### src/rtl/scan_sequencer.sv
// Scan sequencer: steps a 3-bit position index through the set bits of a mask,
// holding each for a programmable dwell. Define SCAN_SEQUENCER_BLANK_EN to insert a blank cycle between positions.
module scan_sequencer #(
  parameter int DWELL_W = 16
) (
  input  logic               CLK,
  input  logic               RST_N,
  input  logic               START,
  input  logic               STOP,
  input  logic [7:0]         MASK,
  input  logic [DWELL_W-1:0] DWELL,
  output logic [2:0]         SEL,
  output logic               SEL_VALID,
  output logic               SWEEP_DONE,
  output logic               BUSY
);

  typedef enum logic [1:0] {
    S_IDLE  = 2'd0,
`ifdef SCAN_SEQUENCER_BLANK_EN
    S_BLANK = 2'd2,
`endif
    S_DWELL = 2'd1
  } state_t;

  // State entered whenever the index moves to a new position.
`ifdef SCAN_SEQUENCER_BLANK_EN
  localparam state_t ADV_STATE = S_BLANK;
`else
  localparam state_t ADV_STATE = S_DWELL;
`endif

  state_t             state_q, state_d;
  logic [2:0]         sel_q, sel_d;
  logic [7:0]         mask_q, mask_d;
  logic [DWELL_W-1:0] dwell_q, dwell_d;
  logic [DWELL_W-1:0] cnt_q, cnt_d;
  logic               sel_valid_q, sel_valid_d;
  logic               sweep_done_q, sweep_done_d;
  logic               busy_q, busy_d;

  function automatic logic [2:0] lowest_set(input logic [7:0] m);
    lowest_set = 3'd0;
    for (int i = 7; i >= 0; i--) begin
      if (m[i]) lowest_set = 3'(i);
    end
  endfunction

  function automatic logic has_above(input logic [7:0] m, input logic [2:0] idx);
    has_above = 1'b0;
    for (int i = 0; i < 8; i++) begin
      if (m[i] && i > int'(idx)) has_above = 1'b1;
    end
  endfunction

  function automatic logic [2:0] next_above(input logic [7:0] m, input logic [2:0] idx);
    next_above = idx;
    for (int i = 7; i >= 0; i--) begin
      if (m[i] && i > int'(idx)) next_above = 3'(i);
    end
  endfunction

  // The counter runs down to zero, so a dwell of 0 or 1 both give one cycle.
  function automatic logic [DWELL_W-1:0] dwell_load(input logic [DWELL_W-1:0] d);
    dwell_load = (d == '0) ? '0 : d - DWELL_W'(1);
  endfunction

  // NOTE: every signal gets a default at the top of the comb block; a path that
  // leaves one unassigned would infer a latch.
  always_comb begin
    state_d = state_q;
    sel_d   = sel_q;
    mask_d  = mask_q;
    dwell_d = dwell_q;
    cnt_d   = cnt_q;
    case (state_q)
      S_IDLE: begin
        if (START && !STOP && MASK != '0) begin
          state_d = S_DWELL;
          mask_d  = MASK;
          dwell_d = DWELL;
          sel_d   = lowest_set(MASK);
          cnt_d   = dwell_load(DWELL);
        end
      end
      S_DWELL: begin
        if (cnt_q != '0) begin
          cnt_d = cnt_q - DWELL_W'(1);
        end else if (has_above(mask_q, sel_q)) begin
          state_d = ADV_STATE;
          sel_d   = next_above(mask_q, sel_q);
          cnt_d   = dwell_load(dwell_q);
        end else begin
          // Wrap: the next sweep runs on freshly sampled mask and dwell.
          mask_d  = MASK;
          dwell_d = DWELL;
          if (MASK == '0) begin
            state_d = S_IDLE;
            sel_d   = 3'd0;
            cnt_d   = '0;
          end else begin
            state_d = ADV_STATE;
            sel_d   = lowest_set(MASK);
            cnt_d   = dwell_load(DWELL);
          end
        end
      end
`ifdef SCAN_SEQUENCER_BLANK_EN
      S_BLANK: state_d = S_DWELL;
`endif
      default: begin
        state_d = S_IDLE;
        sel_d   = 3'd0;
        cnt_d   = '0;
      end
    endcase
    if (STOP) begin
      state_d = S_IDLE;
      sel_d   = 3'd0;
      cnt_d   = '0;
    end
  end

  // Outputs are registered, so they are decoded from the next state.
  always_comb begin
    busy_d       = (state_d != S_IDLE);
    sel_valid_d  = (state_d == S_DWELL);
    sweep_done_d = (state_d == S_DWELL) && (cnt_d == '0) && !has_above(mask_d, sel_d);
  end

  // NOTE: sequential state uses non-blocking assignments only, and the
  // captured mask/dwell registers are cleared by reset along with the FSM.
  always_ff @(posedge CLK or negedge RST_N) begin
    if (!RST_N) begin
      state_q      <= S_IDLE;
      sel_q        <= 3'd0;
      mask_q       <= '0;
      dwell_q      <= '0;
      cnt_q        <= '0;
      sel_valid_q  <= 1'b0;
      sweep_done_q <= 1'b0;
      busy_q       <= 1'b0;
    end else begin
      state_q      <= state_d;
      sel_q        <= sel_d;
      mask_q       <= mask_d;
      dwell_q      <= dwell_d;
      cnt_q        <= cnt_d;
      sel_valid_q  <= sel_valid_d;
      sweep_done_q <= sweep_done_d;
      busy_q       <= busy_d;
    end
  end

  assign SEL        = sel_q;
  assign SEL_VALID  = sel_valid_q;
  assign SWEEP_DONE = sweep_done_q;
  assign BUSY       = busy_q;

endmodule

### config.mk
export PLATFORM = sky130hd
export DESIGN_NAME = scan_sequencer
export DESIGN_NICKNAME = d
export VERILOG_FILES = /design/src/rtl/scan_sequencer.sv
export SDC_FILE = /design/constraint.sdc
export NUM_CORES = 1
export LEC_CHECK = 0
export BUFFER_PORTS_ARGS = -buffer_cell sky130_fd_sc_hd__buf_2
export CORE_ASPECT_RATIO = 0.7
export CORE_MARGIN = 2
export CORE_UTILIZATION = 40
export CTS_CLUSTER_DIAMETER = 80
export DETAILED_ROUTE_END_ITERATION = 12
export PLACE_DENSITY = 0.58
export SETUP_SLACK_MARGIN = 0.5
export SYNTH_ARGS = -nofsm -noshare
export SYNTH_HDL_FRONTEND = slang
export SYNTH_SLANG_ARGS = --single-unit
### constraint.sdc
create_clock -name CLK -period 4.12 [get_ports CLK]
set_clock_uncertainty 0.15 [all_clocks]
set_input_delay 0.824 -clock CLK [delete_from_list [all_inputs] [get_ports CLK]]
set_output_delay 0.824 -clock CLK [all_outputs]
set_load 0.02 [all_outputs]
# Yosys cells after proc, flatten, opt, wreduce, memory -nomap -nowiden
# Cells that the tools add are included.
# word_totals
ff_bits	47
inputBits	28
wordCells	119
# classes
add_sub_neg	3
magnitude_cmp	14
n_eq_ne	5
muxes	59
reduce_logical	30
# ops
cell	count
$mux 16	10
$pmux 16 s2	2
$mux 3	20
$logic_not 16->1	3
$sub 16x1->16 const B	3
$gt 3x3->1 const A	8
$mux 8	3
$logic_and 1x1->1	18
$mux 1	18
$pmux 8 s2	1
$reduce_bool 16->1	1
$gt 2x3->1 const A	4
$logic_not 8->1	1
$reduce_bool 8->1	1
$gt 1x3->1 const A	2
$mux 2	3
$ne 2x2->1 const B	3
$pmux 3 s2	1
$eq 2x1->1 const B	2
$pmux 2 s2	1
$reduce_and 4->1	1
$reduce_bool 2->1	2
$logic_not 1->1	2
$logic_not 2->1	1

# Depth between registers and ports, before layout
# depth
ltp_word	26
ltp_mapped	12
depth_no_buf	11

# Least setup slack after synthesis
# Ideal clock, no wire load.
# synth_path
path_kind	input-to-reg
startpoint	in DWELL[0]
endpoint	reg sweep_done_q (netlist: SWEEP_DONE)
setup_ns	0.068
arrival_time_ns	3.453
required_time_ns	3.902
path_slack_ns	0.449
stages	10
n_path_buf	0
path_cell_list	inv_1 ha_1 or4b_2 or4_4 nand3_4 o221ai_2 a31o_1 or4b_1 nor4_1 and4_1
# synth_via
elab_chain_len	10
elab_cells_between_ends	12
classes_between	add/sub (1); mux (7); reduce/logical (4)
# synth_lines
item	line_no	rtl
start, declared	11	input logic [DWELL_W-1:0] DWELL,
$sub 16x1->16 or $logic_not 16->1 (tied branches)	65	dwell_load = (d == '0) ? '0 : d - DWELL_W'(1);
$mux 16 (*)	65	
$mux 16	97	if (MASK == '0) begin
$mux 16	89	end else if (has_above(mask_q, sel_q)) begin
$mux 16	87	if (cnt_q != '0) begin
$pmux 16 s2 (*)	76	case (state_q)
$mux 16 (*)	117	if (STOP) begin
via cnt_d[11]	37	logic [DWELL_W-1:0] cnt_q, cnt_d;
$logic_not 16->1 (*)	128	sweep_done_d = (state_d == S_DWELL) && (cnt_d == '0) && !has_above(mask_d, sel_d);
$logic_and 1x1->1 (*) (2 in series)	128	
via sweep_done_d	39	logic sweep_done_q, sweep_done_d;
end signal, assigned	150	sweep_done_q <= sweep_done_d;
end, declared	39	
# The timed path passes the listed nets; every way through them passes the cells marked *.
# A chain may end at the register's enable or synchronous reset.

# Worst setup path after layout
# layout_path
startpoint	in DWELL[0]
endpoint	reg sweep_done_q (netlist: SWEEP_DONE)
# layout_via
elab_chain_len	10
elab_cells_between_ends	12
classes_between	add/sub (1); mux (7); reduce/logical (4)
# layout_lines
item	line_no
$sub 16x1->16 or $logic_not 16->1 (tied branches)	65
$mux 16 (*)	65
$mux 16	97
$mux 16	89
$mux 16	87
$pmux 16 s2 (*)	76
$mux 16 (*)	117
$logic_not 16->1 (*)	128
$logic_and 1x1->1 (*) (2 in series)	128
via sweep_done_d	39
# Marks and branches as above.

==> metrics.md <==
| Metric | Value |
|---|---|
| Outcome | `complete, no violations` |
| Fraction of layout cells with a size suffix above 1 | `23.8%` |
| CTS tree | `done` |
| Arr. time, crit path | `3670 ps` |
| WP data required | `4210 ps` |
| FILL cells | `902` |
| Htree depth | `2` |
| Worst setup path endpoint | `SWEEP_DONE` |
| RSZ-0062 raised after global routing | `false` |
| Detailed placement HPWL | `9170 microns` |
| Internal cell power | `1020 uW` |
| DRC viols | `0` |
| Mapped Nets | `466` |
| Synth async-reset ratio | `100%` |
| Port buffer count | `33` |
| CP Launch Type | `input pin` |
| Clk Tree Root Cell | `clkbuf_16` |
| Reg-to-reg endpoint | `SWEEP_DONE` |
| Number of CTS-inserted buffers | `5` |
| Final min period | `3590 ps` |
| Warnings from Yosys | `0` |
| Worst Setup End Kind | `flip-flop` |
| Core area | `8960 sq um` |
| Worst-path fanout max | `5` |
| Sequential fraction of the synthesis area | `32.1%` |
| Main flop type after synthesis | `dfrtp_1` |
| Final ANT Viol Nets | `0` |
| EDFF count, synth | `0` |
| Slew headroom | `26.3%` |
| Mapped Area | `3660 sq um` |
| Met3 wire length | `1340 microns` |
| Die area | `9950 sq um` |
| Vias/cell | `6.11` |
| Clock power frac | `31.4%` |
| DR WL met2 | `4540 microns` |
| Leakage power | `0.00176 uW` |
| Clock buffer depth | `2` |
| Diodes inserted | `0` |
| Tot GR Track Use | `24.4%` |
| Detailed Route WL | `12,000 microns` |
| Io pins | `34` |
| DR top layer | `met4` |
| Final setup fails | `0` |
| Worst setup margin | `534 ps` |
| Cells on worst reg2reg path | `12` |
| Post-synthesis register bit count | `47` |
| CTS Hold Bufs | `0` |
| Gpl congestion | `0.928` |
| Initial core utilization | `40.8%` |
| Worst VDD drop | `211 uV` |
| MaxCap Viol Count | `0` |
| Critical path class | `in -> reg` |
| Fmax | `279 MHz` |
| Setup tns final | `0 ps` |
| Vias in the first global route | `3,382` |
| CTS Sinks | `47` |
| Post-synthesis cell type count | `71` |
| Met1 Wirelength | `5980 microns` |
| Tcrit/Tclk final | `87.0%` |
| Detailed Route Iter0 Violations | `323` |
| Share of power burned in registers | `37.6%` |
| Vias | `3,692` |
| Reg clk slew, reported paths | `70 ps` |
| Worst Tran Pin Value | `1110 ps` |
| Grt total ovfl | `0` |
| Insertion delay of the later-clocked pin in the worst-skew pair | `300 ps` |
| Nets | `512` |
| First-pass GRT wire length | `18,700 microns` |
| Dpl ws | `136 ps` |
| Area grow syn2layout | `19.3%` |
| CP Launch Point | `DWELL[0]` |
| Die extent in y | `84.0 microns` |
| Commonest non-fill, non-tap cell in the layout | `dfrtp_1` |
| NetSw | `541 uW` |
| Max-slew violations | `0` |
| Most frequent cells in the layout | `46 x dfrtp_1, 36 x nor2_1, 32 x o21ai_0, 32 x buf_2, 28 x nor3_1` |
| Fin. Hold Viols | `0` |
| Origin of the critical flop-to-flop path | `cnt_q[0]` |
| Multi-input logic area | `2430 sq um` |
| Die span in x | `118 microns` |
| Reg-to-reg slack, setup | `580 ps` |
| Hold Slack | `421 ps` |
| Power per cell area | `357 nW/um^2` |
| Initial antenna violation count | `0` |
| Drt pass-1 iters | `5` |
| Combinational share of power | `31.0%` |
| Syn avg cell area | `8.45 sq um` |
| Min-delay worst type | `reg -> reg` |
| Sw Ratio | `34.7%` |
| Register area | `1180 sq um` |
| Largest net degree at the start of global routing | `48` |
| Rows | `29` |
| Synth Instances | `433` |
| WL per Instance | `19.9 microns` |
==> sequential cells by signal, summed over array words and instances (netlist names) <==
signal      cells
cnt_q          16
dwell_q        16
mask_q          7
SEL             3
state_q         2
BUSY            1
SEL_VALID       1
SWEEP_DONE      1
==> synthesized netlist by cell type, types with 8 or more instances <==
cell type | n | area, sq um
nand3_1 | 10 | 50.1
nor3_1 | 28 | 140
mux2_2 | 18 | 203
o21ai_0 | 32 | 160
nand2_1 | 28 | 105
a21oi_1 | 20 | 100
nand2b_1 | 8 | 50.1
nor2_1 | 37 | 139
dfrtp_1 | 47 | 1180
or3_1 | 8 | 50.1
xnor2_1 | 17 | 149
xor2_1 | 13 | 114
nor4_1 | 13 | 81.3
inv_1 | 18 | 67.6
o31ai_1 | 9 | 67.6
==> logic make-up (layout without fill, tap and decap cells) <==
logic type	count (synthesis)	after routing	share of synthesized area [%]
multiplexers	22	22	6.63
buffers and inverters	36	83	4.03
flip-flops	47	47	32.1
XOR/XNOR	30	30	7.18
AO/OA/AOI/OAI	120	120	22.4
other	1	1	0.102
adder cells (fa/ha/maj)	5	5	1.71
AND/OR/NAND/NOR	172	172	25.8
==> area by class of cell <==
cell class | instances | area share (%)
flip-flops and latches | 47 | 27.0
clock buffers | 6 | 3.18
well taps | 124 | 3.55
repair buffers | 57 | 8.42
multi-input cells | 350 | 55.5
inverters | 18 | 1.55
clock inverters | 2 | 0.802
==> stage by stage <==
stage               instances  cell area, sq um  power (uW)  util (%)
floorplan                 433              3660         871         -
global placement          587              4030        1030      44.9
detailed placement        587              4030        1030      44.9
CTS                       598              4240        1530      47.3
global route              604              4370        1640      48.7
finish                    604              4370        1560      48.7
==> timing repair <==
action	CTS	global route
buffers inserted	3	6
endpoints found under the hold margin	0	0
setup endpoints to repair	1	1
pin swaps	3	15
resized for setup	3	21
==> layer usage <==
layer	up-vias	track usage (%)
met3	22	5.60
met5	-	0
met1	1757	39.9
met2	201	31.1
li1	1712	-
met4	0	5.81
==> power groups by stage <==
stage	Combinational, uW	Clock [uW]	Sequential, uW
2_1_floorplan	300	0	571
3_3_place_gp	439	0	590
3_5_place_dp	442	0	591
4_1_cts	448	498	582
5_1_grt	520	523	593
6_report	483	490	586
==> worst min path at each step <==
| stage | start | depth (start not counted) | endpoint |
|---|---|---|---|
| final | dwell_q[15] | 1 | dwell_q[15] |
| after CTS | cnt_q[10] | 2 | cnt_q[10] |
| after global routing | mask_q[1] | 1 | mask_q[1] |
| after floorplan | cnt_q[10] | 2 | cnt_q[10] |
| after global placement | mask_q[1] | 1 | mask_q[1] |
| after detailed placement | mask_q[1] | 1 | mask_q[1] |
==> critical path: stages <==
cell and delay, ps:
buf_4 140, inv_2 70, ha_1 130, or4b_4 480, or4_4 600, nand2_2 110, nor2_2 60, a21oi_2 170
a311o_1 140, or4bb_4 490, nor4_4 240, and4_1 210
Power figures use the tool's default switching activity.
